`src/rtl/seven_seg_pkg.sv`:
```
// Shared types and glyph table for the 7-segment reader.
// Patterns are normalized to 1 = segment lit, bit6=a ... bit0=g.
package seven_seg_pkg;

    localparam logic [6:0] SEG_BLANK = 7'h00;

    // Entry i holds the lit-segment pattern of hex digit i.
    localparam logic [15:0][6:0] SEG_GLYPH = {
        7'h47, 7'h4F, 7'h3D, 7'h4E, 7'h1F, 7'h77, 7'h7B, 7'h7F,
        7'h70, 7'h5F, 7'h5B, 7'h33, 7'h79, 7'h6D, 7'h30, 7'h7E
    };

    typedef enum logic {
        TRACK = 1'b0,
        HOLD  = 1'b1
    } reader_state_t;

    typedef struct packed {
        logic [3:0] hex;
        logic       err;
    } digit_rec_t;

    function automatic logic [6:0] seg_normalize(input logic [6:0] raw, input bit active_low);
        return active_low ? ~raw : raw;
    endfunction

endpackage

```
`src/rtl/seven_seg_encoder.sv`:
```
// Combinational segment-pattern to hex-digit encoder.
// hit=0 means the pattern is not one of the 16 hex glyphs (code is then 0).
module seven_seg_encoder
    import seven_seg_pkg::*;
(
    input  logic [6:0] pattern,
    output logic       hit,
    output logic [3:0] code
);

    always_comb begin
        hit  = 1'b0;
        code = 4'h0;
        for (int i = 0; i < 16; i++) begin
            if (pattern == SEG_GLYPH[i]) begin
                hit  = 1'b1;
                code = 4'(i);
            end
        end
    end

endmodule

```
`src/rtl/seven_seg_reader.sv`:
```
// Samples an asynchronous 7-segment bus, waits for a stable pattern and reports
// each newly accepted pattern as a hex digit (or error) on a valid/ready stream.
module seven_seg_reader
    import seven_seg_pkg::*;
#(
    parameter int STABLE_CYCLES  = 16,
    parameter bit SEG_ACTIVE_LOW = 1'b1
) (
    input  logic       clk,
    input  logic       reset,
    input  logic [6:0] seg_in,
    input  logic       ready_in,
    output logic       valid_out,
    output logic [3:0] hex_out,
    output logic       err_out
);

    localparam int             CW        = $clog2(STABLE_CYCLES + 1);
    localparam logic [6:0]     RAW_BLANK = SEG_ACTIVE_LOW ? 7'h7F : 7'h00;
    localparam logic [CW-1:0]  CNT_MAX   = CW'(STABLE_CYCLES);
    localparam logic [CW-1:0]  CNT_THR   = CW'(STABLE_CYCLES - 1);

    logic [6:0]    sync1_q, sync1_d;
    logic [6:0]    sync2_q, sync2_d;
    logic [6:0]    prev_q, prev_d;
    logic [CW-1:0] cnt_q, cnt_d;
    logic [6:0]    lat_pat_q, lat_pat_d;
    reader_state_t state_q, state_d;
    logic          valid_q, valid_d;
    digit_rec_t    rec_q, rec_d;

    logic [6:0] cur;
    logic       stable;
    logic       accept;
    logic       enc_hit;
    logic [3:0] enc_code;

    assign cur    = seg_normalize(sync2_q, SEG_ACTIVE_LOW);
    assign stable = (cur == prev_q) && (cnt_q >= CNT_THR);
    // A stable pattern is taken only when it differs from the last accepted one,
    // so a held digit reports once and a blank in between re-arms it.
    assign accept = (state_q == TRACK) && stable && (cur != lat_pat_q);

    seven_seg_encoder u_enc (
        .pattern (cur),
        .hit     (enc_hit),
        .code    (enc_code)
    );

    // Synchronizer and stability tracking run in both FSM states.
    always_comb begin
        sync1_d = seg_in;
        sync2_d = sync1_q;
        prev_d  = cur;
        if (cur != prev_q) begin
            cnt_d = '0;
        end else if (cnt_q == CNT_MAX) begin
            cnt_d = cnt_q;
        end else begin
            cnt_d = cnt_q + CW'(1);
        end
    end

    always_ff @(posedge clk or posedge reset) begin
        if (reset) begin
            sync1_q <= RAW_BLANK;
            sync2_q <= RAW_BLANK;
            prev_q  <= SEG_BLANK;
            cnt_q   <= '0;
        end else begin
            sync1_q <= sync1_d;
            sync2_q <= sync2_d;
            prev_q  <= prev_d;
            cnt_q   <= cnt_d;
        end
    end

    always_ff @(posedge clk or posedge reset) begin
        if (reset) begin
            state_q <= TRACK;
        end else begin
            state_q <= state_d;
        end
    end

    always_comb begin
        state_d = state_q;
        case (state_q)
            TRACK: if (accept && (cur != SEG_BLANK)) state_d = HOLD;
            HOLD:  if (valid_q && ready_in)          state_d = TRACK;
            default: state_d = TRACK;
        endcase
    end

    always_comb begin
        valid_d   = valid_q;
        rec_d     = rec_q;
        lat_pat_d = lat_pat_q;
        case (state_q)
            TRACK: begin
                if (accept) begin
                    lat_pat_d = cur;
                    if (cur != SEG_BLANK) begin
                        valid_d   = 1'b1;
                        rec_d.hex = enc_hit ? enc_code : 4'h0;
                        rec_d.err = ~enc_hit;
                    end
                end
            end
            HOLD: begin
                if (valid_q && ready_in) valid_d = 1'b0;
            end
            default: valid_d = 1'b0;
        endcase
    end

    always_ff @(posedge clk or posedge reset) begin
        if (reset) begin
            valid_q   <= 1'b0;
            rec_q     <= '0;
            lat_pat_q <= SEG_BLANK;
        end else begin
            valid_q   <= valid_d;
            rec_q     <= rec_d;
            lat_pat_q <= lat_pat_d;
        end
    end

    assign valid_out = valid_q;
    assign hex_out   = rec_q.hex;
    assign err_out   = rec_q.err;

endmodule

```
`config.mk`:
```
export PLATFORM = sky130hd
export DESIGN_NAME = seven_seg_reader
export DESIGN_NICKNAME = d
export VERILOG_FILES = /design/src/rtl/seven_seg_pkg.sv /design/src/rtl/seven_seg_encoder.sv /design/src/rtl/seven_seg_reader.sv
export SDC_FILE = /design/constraint.sdc
export NUM_CORES = 1
export LEC_CHECK = 0
export ABC_AREA = 1
export BUFFER_PORTS_ARGS = -buffer_cell sky130_fd_sc_hd__clkbuf_2
export CAP_MARGIN = 20
export CORE_MARGIN = 4
export CORE_UTILIZATION = 47
export CTS_CLUSTER_DIAMETER = 60
export DETAILED_ROUTE_END_ITERATION = 10
export PLACE_DENSITY = 0.69
export SLEW_MARGIN = 20
export SYNTH_ARGS = -nofsm -noshare
export SYNTH_HDL_FRONTEND = slang
export SYNTH_SLANG_ARGS = --single-unit
```
`constraint.sdc`:
```
create_clock -name clk -period 1.8 [get_ports clk]
set_input_delay 0.36 -clock clk [delete_from_list [all_inputs] [get_ports clk]]
set_output_delay 0.36 -clock clk [all_outputs]
set_load 0.005 [all_outputs]
```
After elaboration in Yosys (flattened, before gate mapping)
Index checks and enable logic that the tools add are counted.
- add/subtract/negate cells: 1
- $lt $le $gt $ge: 1
- muxes and demuxes: 41
- reduce and logical (&&, ||, !) cells: 9
- bitwise operators: 3
- equal/unequal tests: 24
- operators by type and width (cell ; count):
    $eq 7x7->1 const B ; 12
    $mux 4 ; 9
    $mux 1 ; 22
    $eq 7x6->1 const B ; 3
    $ne 7x7->1 ; 2
    $mux 3 ; 4
    $mux 5 ; 2
    $eq 7x5->1 const B ; 1
    $eq 7x7->1 ; 1
    $not 7->7 ; 1
    $reduce_bool 7->1 ; 1
    $reduce_and 3->1 ; 2
    $add 5x1->5 const B ; 1
    $eq 5x5->1 const B ; 1
    $ge 5x4->1 const B ; 1
    $logic_and 1x1->1 ; 5
    $mux 2 ; 2
    $ne 2x1->1 const B ; 2
    $ne 2x2->1 const B ; 2
    $pmux 1 s2 ; 2
    $not 1->1 ; 2
    $reduce_and 2->1 ; 1
- flip-flop bits (word level): 40
- logic and storage cells: 88

Logic depth before layout (Yosys ltp)
Gate-level depths: netlist of the first run.
- word-level depth: 19
- gate-level depth with buffers: 12
- depth with buffers taken out: 11

Hierarchy
Synthesis of the first run repeated with hierarchy kept, for this count alone.
- cell total of the unflattened synthesis: 231
- area, all modules: 1998.2 µm²
- modules (own cells, without submodules) (module ; sequential area each (µm²) ; area an instance (µm²) ; times used ; cells an instance):
    seven_seg_reader ; 1018.5 ; 1710.4 ; 1 ; 172
    seven_seg_encoder ; 0.0 ; 287.8 ; 1 ; 59

Worst setup path before layout of the first run
Ideal clock, no wire load.
- path kind: reg2reg
- from: reg cnt_q[0]
- to: reg lat_pat_q[0]
- clock period less this slack: 1.697 ns
- arrival: 1.578 ns
- path buffers: 1
- cell stages (with the launch flop): 13
- required time: 1.681 ns
- slack: 0.103 ns
- path through: dfrtp_1 > ha_1 > inv_1 > nor3_1 > ha_1 > nor2_1 > o21ai_0 > nand2_1 > nor2_4 > nand2_4 > buf_6 > nand2_1 > o21ai_2
- longest elaborated chain between the ends: 5
- RTL lines (element ; line ; RTL):
    from (decl) ; seven_seg_reader.sv:26 ; logic [CW-1:0] cnt_q, cnt_d;
    from (signal assigned) ; seven_seg_reader.sv:74 ; cnt_q <= cnt_d;
    $ge 5x4->1 ; seven_seg_reader.sv:39 ; assign stable = (cur == prev_q) && (cnt_q >= CNT_THR);
    $logic_and 1x1->1 ; seven_seg_reader.sv:39 ;
    $logic_and 1x1->1 (2 in a row) ; seven_seg_reader.sv:42 ; assign accept = (state_q == TRACK) && stable && (cur != lat_pat_q);
    $reduce_and 2->1 (no source line) ; - ;
    to (signal assigned) ; seven_seg_reader.sv:125 ; lat_pat_q <= lat_pat_d;
    to (decl) ; seven_seg_reader.sv:27 ; logic [6:0] lat_pat_q, lat_pat_d;
Every way passes these cells.
A chain may end at the register's enable or synchronous reset.

Final worst setup path of the first run
- from: reg sync2_q[3]
- to: reg lat_pat_q[6]
- longest elaborated chain between the ends: 6
- elaborated cells on any way between the ends: 7
- those cells by class: eq/ne (2); bitwise (1); reduce/logical (4)
- RTL lines (element ; line ; RTL):
    from (decl) ; seven_seg_reader.sv:24 ; logic [6:0] sync2_q, sync2_d;
    from (signal assigned) ; seven_seg_reader.sv:72 ; sync2_q <= sync2_d;
    $not 7->7 (*) ; seven_seg_pkg.sv:24 ; return active_low ? ~raw : raw;
    $eq 7x7->1 ; seven_seg_reader.sv:39 ;
    $logic_and 1x1->1 ; seven_seg_reader.sv:39 ;
    $logic_and 1x1->1 ; seven_seg_reader.sv:42 ;
    $logic_and 1x1->1 (*) ; seven_seg_reader.sv:42 ;
    $reduce_and 2->1 (no source line) (*) ; - ;
Mark *: on every way between the ends. The rest lies on a longest branch, timed or not.

==> impl_results.md, run 1 <==
* Run status: completed
* Crit-path max FO at 7
* Wirelength, routed at 3520 um
* Core Area at 0.00380 mm2
* Area growth from synthesis to layout at 17.3%
* Hold Startpoint: seg_in[0]
* Antenna Cells at 0
* Share of layout cells above drive strength 1 at 29.2%
* ANT nets after route at 0
* Async SR Flop Fraction at 100%
* Die Wd at 71.9 um
* Max-slew violations at 0
* Starting Density at 50.6%
* Setup violators final at 0
* RSZ-0062 raised after global routing: true
* R2R depth at 6
* Register bit total from synthesis at 40
* Crit-path slowest cell: dfstp_2
* Mapped Nets at 237
* Period utilisation layout at 96.3%
* Reg2reg setup slack at 0.07 ns
* Gpl congestion at 0.867
* First-pass GRT wire length at 5990 um
* H-tree depth at 2
* Minimum clock period after layout at 1.73 ns
* Number of buffers added on ports at 15
* Placed Cells at 287
* R2r startpoint: sync2_q[3]$_DFF_PP1_
* Post-DR vias/cell at 4.85
* Largest net degree at the start of global routing at 41
* Hold endpoint: sync1_q[0]$_DFF_PP1_
* Seq pwr share at 53.0%
* Reg-to-Reg End: lat_pat_q[6]$_DFFE_PP0P_
* HP Class: in2reg
* Critical path launch point type: flop
* Setup Total Neg Slack at 0 ns
* DRT Pass-1 Iters at 4
* Synth Flop Type: dfrtp_1
* Highest cell delay on the worst timing path at 0.63 ns
* Global Route Usage Sum at 15.0%
* Post-route insts no fill at 298
* EDFF count, synth at 0
* Critical Path AT at 1.95 ns
* CP Data Required Time at 2.02 ns
* Crit path capture type: flop
* Worst skew pair latency at 0.29 ns
* Switching share of power at 23.4%
* Synth Instances at 224
* Cell area after synthesis at 0.00192 mm2
* DRT iter0 DRCs at 85
* Placed cell area at 0.00205 mm2
* Total Nets Final at 262
* CTS Buf Count at 5
* Fmax at 0.577 GHz
* Clk network pwr share at 41.1%
* Drc violations at 0
* Row count at 22
* Crit path kind: reg2reg
* Clock Sinks at 40
* Hold depth at 1
* Vias in the first global route at 1384
* Die Area at 0.00518 mm2
* Avg Cell Area, Syn at 8.58 um2
* Final Hold Violating Endpoints at 0
* Die Y at 71.9 um
* Cell Chain, Critical Path: xor2_1 > and2b_1 > nand3b_1 > nand2_4 > nand2_2 > o21ai_2
* Worst-path clk slew at 0.08 ns
* Sw Pwr at 428 uW
* Post-synth cell types at 28
* Least-Margin Pin Slew at 0.495 ns
* Seq/Total Area, Yosys at 53.0%
* LEAKAGE at 1.12 nW
* Rel. slew slack at 67.0%
* Power share of the combinational group at 5.9%
* Root Driver: clkbuf_8
* Area of all placed cells without fillers at 0.00225 mm2
* DR WL/cell at 11.8 um
* Initial antenna violation count at 0
* Max Clock Skew at 0.00585 ns
* DPL Wire Length at 2470 um
* VDD IR max at 0.605 mV
* I/O pins at 16
* Yosys warns at 0
* Power Dens Cells at 810 mW/mm2
* Max clock buf depth at 2
* TritonCTS clock tree: yes
* Total number of vias at 1444
* Total global routing overflow at 0
* Max Cap Viol at 0
* Internal power at 1.40 mW
* Layout filler cell count at 329
cells in the final DEF, fill, tap and decap left out, drive strengths merged:
cell / count
nand2: 86
dfrtp: 26
nor2: 26
inv: 24
clkbuf: 20
dfstp: 14
o21ai: 8
buf: 7
xor2: 7
nand3: 6
nand4: 5
xnor2: 4
nor3: 4
a21oi: 3
ha: 3
nand3b: 2
nor4: 1
and3: 1
and2b: 1
a211oi: 1
bufinv: 1
flip-flops by register name, indices dropped and copies added, names as in the netlist:
register	flops
err_out	1
sync1_q	7
sync2_q	7
state_q	1
lat_pat_q	7
hex_out	4
prev_q	7
valid_out	1
cnt_q	5
logic make-up (layout without fill, tap and decap cells):
family                     Yosys count  in the layout  share of synthesized area (%)
adders and majority gates            3              3                           1.95
AOI/OAI and AO/OA                   12             12                           4.62
DFF                                 40             40                           53.0
and+or+nand+nor                    131            132                           29.0
xor gates and xnor gates            11             11                           5.01
buffers and inverters               27             52                           6.38
cell usage after synthesis (2+ instances only):
cell type / number / share of area (%)
o21ai_2: 7 / 3.2
nand4_1: 5 / 1.6
a21oi_1: 3 / 0.78
ha_1: 3 / 2.0
nand2_1: 83 / 16
nor2_1: 24 / 4.7
nand3_1: 6 / 1.6
dfstp_2: 14 / 19
xor2_1: 7 / 3.2
inv_1: 21 / 4.1
xnor2_1: 4 / 1.8
dfrtp_1: 26 / 34
buf_6: 2 / 1.2
buf_2: 2 / 0.52
nand3b_1: 2 / 0.78
nor3_1: 3 / 0.78
power groups by stage:
stage	sequential [mW]	combinational (mW)	clock, mW
3_3_place_gp	0.983	0.102	0
6_report	0.967	0.109	0.750
4_1_cts	0.968	0.105	0.772
5_1_grt	0.972	0.125	0.811
3_5_place_dp	0.984	0.104	0
2_1_floorplan	0.969	0.0864	0
through the flow:
stage | setup slack (ns) | util, % | hold slack [ns] | power (mW)
after floorplan | 0.103 | - | 0.345 | 1.06
after global placement | 0.0546 | 54.1 | 0.346 | 1.09
after detailed placement | -0.00728 | 54.1 | 0.347 | 1.09
after CTS | 0.00593 | 57.6 | 0.128 | 1.84
after global routing | -0.0504 | 59.4 | 0.121 | 1.91
final | 0.0667 | 59.4 | 0.138 | 1.83
worst max path at each step:
stage	cells past startpoint	start	slack (ns)	endpoint
floorplan	12	cnt_q[0]$_DFFE_PP0P_	0.10	lat_pat_q[0]$_DFFE_PP0P_
global placement	11	cnt_q[0]$_DFFE_PP0P_	0.05	hex_out[2]$_DFFE_PP0P_
detailed placement	11	cnt_q[0]$_DFFE_PP0P_	-0.007	hex_out[1]$_DFFE_PP0P_
CTS	11	cnt_q[0]$_DFFE_PP0P_	0.006	hex_out[1]$_DFFE_PP0P_
global route	8	sync2_q[2]$_DFF_PP1_	-0.05	err_out$_DFFE_PP0P_
finish	6	sync2_q[3]$_DFF_PP1_	0.07	lat_pat_q[6]$_DFFE_PP0P_
cell type report:
cell class	instances	area, um2	share of cell area [%]
Timing Repair Buffer	22	128	5.66
Sequential cell	40	1020	45.2
Inverter	22	82.6	3.66
Clock buffer	5	68.8	3.05
Multi-Input combinational cell	158	852	37.8
Tap cell	48	60.1	2.66
Clock inverter	3	45.0	2.00
repair_timing:
item	4_1_cts	5_1_grt
gates cloned	1	0
setup endpoints to repair	6	14
pin swaps	2	9
hold buffers	0	0
setup buffers	0	2
resized for setup	3	16
worst max-delay path, delay by kind of cell, from the launching register on:
family	cells	cell delay (ns)
AO/OA/AOI/OAI	1	0.05
XOR/XNOR	1	0.21
flip-flops	1	0.63
AND/OR/NAND/NOR	4	0.76
layer usage:
metal,vias to the layer above,GRT usage [%],wire [um]
met3,4,4.16,114
met2,28,24.2,1640
met4,0,5.01,42
met1,666,19.6,1720
met5,-,0,0
li1,746,-,-
No activity file was read; power rests on OpenSTA's default activity.
==> run 2, diff against run 1 <==
- CORE_ASPECT_RATIO: unset -> 1.5
==> run 2 against run 1 <==
Non-clock buffer count decreased by 3. Sequential share of layout area increased by 0.79 points. First-iteration DRC count down 60%. Combinational power fell by 6%. Clock power shrank 8.8%. Clock-buffer cell count rose by 1. Design area shrank 1.7%. Die area increased by 0.40%. Largest power group unchanged. Critical path depth grew 5. Core utilization down 3.4 points. Sequential power about the same. Via count is 1.2% lower.
==> impl_results.md, run 2 (same netlist as run 1, synthesis figures left out) <==
* Register area at 0.00102 mm2 (unchanged)
* Die Y at 86.3 um (+20%)
* Area of all placed cells without fillers at 0.00222 mm2 (-1.7%)
* Post-DR vias/cell at 4.90 (+1.1%)
* Global Route Usage Sum at 15.3% (+0.28 points)
* H-tree depth at 2 (unchanged)
* HP Class: in2reg
* Crit-path slowest cell: dfrtp_1
* Top delay family on crit path: simple AND/OR/NAND/NOR gates
* TritonCTS clock tree: yes
* Max Clock Skew at 0.0102 ns (+0.00436 ns)
* Core Area at 0.00396 mm2 (+4.2%)
* Rel. slew slack at 67.8% (+0.76 points)
* Gpl congestion at 0.887 (+2.3%)
* CTS Buf Count at 5 (unchanged)
* Row count at 28 (+27%)
* VDD IR max at 0.664 mV (+9.8%)
* I/O pins at 16 (unchanged)
* Cell Chain, Critical Path: ha_2 > inv_2 > nor3_2 > ha_2 > nor2_1 > o21ai_1 > nand2_1 > nor2_4 > nand2_8 > nand2_1 > o21ai_2
* Wirelength, routed at 3310 um (-5.8%)
* Critical path launch point type: flop
* DRT Pass-1 Iters at 5 (+1)
* Layout filler cell count at 369 (+12%)
* Placed Cells at 283 (-1.4%)
* Clock Sinks at 40 (unchanged)
* Period utilisation layout at 97.3% (+0.99 points)
* DRT iter0 DRCs at 34 (-60%)
* Placed cell area at 0.00204 mm2 (-0.55%)
* Total Nets Final at 258 (-1.5%)
* Die Wd at 60.2 um (-16%)
* Post-route insts no fill at 291 (-2.3%)
* Minimum clock period after layout at 1.75 ns (+0.0179 ns)
* Vias in the first global route at 1405 (+1.5%)
* Fmax at 0.571 GHz (-1.0%)
* Postcts setup bufs at 0 (unchanged)
* RSZ-0062 raised after global routing: true
* Worst path bufs/invs at 1 (+1)
* Root Driver: clkbuf_8
* Setup violators final at 0 (unchanged)
* Run status: completed
* Setup Total Neg Slack at 0 ns (unchanged)
* Worst-path clk slew at 0.08 ns (about the same)
* Initial antenna violation count at 0 (unchanged)
* DPL Wire Length at 2460 um (-0.32%)
* Antenna Cells at 0 (unchanged)
* Reg2reg setup slack at 0.05 ns (-0.02 ns)
* Least-Margin Pin Slew at 0.483 ns (-0.0114 ns)
* Drc violations at 0 (unchanged)
* Min Hold Slack at 0.137 ns (-0.00115 ns)
* Critical Path AT at 1.94 ns (about the same)
* Max-slew violations at 0 (unchanged)
* Total number of vias at 1426 (-1.2%)
* Number of buffers added on ports at 15 (unchanged)
* Final Hold Violating Endpoints at 0 (unchanged)
* First-pass GRT wire length at 6040 um (+0.80%)
* Worst skew pair latency at 0.30 ns (about the same)
* Area growth from synthesis to layout at 15.3%
* DR WL/cell at 11.4 um (-3.5%)
* ANT nets after route at 0 (unchanged)
* Multi-input gate area at 842 um2 (-1.2%)
* Power Dens Cells at 791 mW/mm2 (-2.3%)
* Die Area at 0.00520 mm2 (+0.40%)
* Worst Setup Slack, final at 0.0489 ns (-0.0179 ns)
* Starting Density at 48.5% (-2.0 points)
* Crit path kind: reg2reg
* Pre-CTS setup slack at -0.0156 ns (-0.00835 ns)
* Commonest non-fill, non-tap cell in the layout: nand2_1
* Most frequent cells in the layout: 78 x nand2_1, 26 x dfrtp_1, 24 x nor2_1
* Largest net degree at the start of global routing at 41 (unchanged)
* LEAKAGE at 1.10 nW (-1.9%)
* Max Cap Viol at 0 (unchanged)
* CP Data Required Time at 1.99 ns (-0.03 ns)
* Total global routing overflow at 0 (unchanged)
* Crit-path max FO at 14 (+7)
* Max clock buf depth at 2 (unchanged)
* Crit path capture type: flop
* Share of layout cells above drive strength 1 at 26.4% (-2.8 points)
* Highest cell delay on the worst timing path at 0.37 ns (-0.26 ns)
run 2: changes by cell type in the layout (fill, tap and decap cells not counted), moves of 2 or more:
cell / change
nand2_2: -4
buf_4: -3
nand2_1: +3
clkinv_4: +2
run 2: final cells by class:
cell class	instances	share of cell area, %
sequential	40	46.0
inverter	22	3.73
clock inverter	2	0.791
multi-input combinational	157	38.0
timing repair buffer	19	4.74
clock buffer	6	4.23
tap	45	2.54
run 2: path summary, 6_finish.rpt:
kind / start / end / depth (start not counted)
worst min-delay path: seg_in[0] / sync1_q[0]$_DFF_PP1_ / 1
max in group asynchronous: reset / sync1_q[4]$_DFF_PP1_ / 3
worst max-delay path: cnt_q[1]$_DFFE_PP0P_ / lat_pat_q[2]$_DFFE_PP0P_ / 11
worst min register to register: sync1_q[2]$_DFF_PP1_ / sync2_q[2]$_DFF_PP1_ / 0
worst max register to register: cnt_q[1]$_DFFE_PP0P_ / lat_pat_q[2]$_DFFE_PP0P_ / 11
min in group asynchronous: reset / prev_q[4]$_DFF_PP0_ / 3
run 2: per-stage QoR:
step / total power [mW] / utilization [%]
after detailed placement: 1.09 / 51.6
after global routing: 1.84 / 56.0
after CTS: 1.79 / 54.6
after global placement: 1.08 / 51.6
final: 1.75 / 56.0
after floorplan: 1.06 / -
run 2: routing by layer:
metal	GRT usage [%]	vias to the layer above	wire length (um)
met5	0	-	0
met4	7.06	0	99
met3	4.02	13	149
met2	25.6	31	1720
met1	17.8	651	1350
li1	-	731	-
run 2: what timing repair did:
action	in CTS	in global routing
hold buffers	0	0
resized for setup	1	15
hold endpoints to repair	0	0
pin swaps	0	12
cloned	0	0
endpoints found under the setup margin	4	14
run 2: power breakdown:
part           leakage [nW]  total, mW  switching (mW)  internal [mW]
clock                0.0565      0.684           0.322          0.361
sequential            0.493      0.967          0.0274          0.940
combinational         0.550      0.103          0.0656         0.0369
total                  1.10       1.75           0.415           1.34
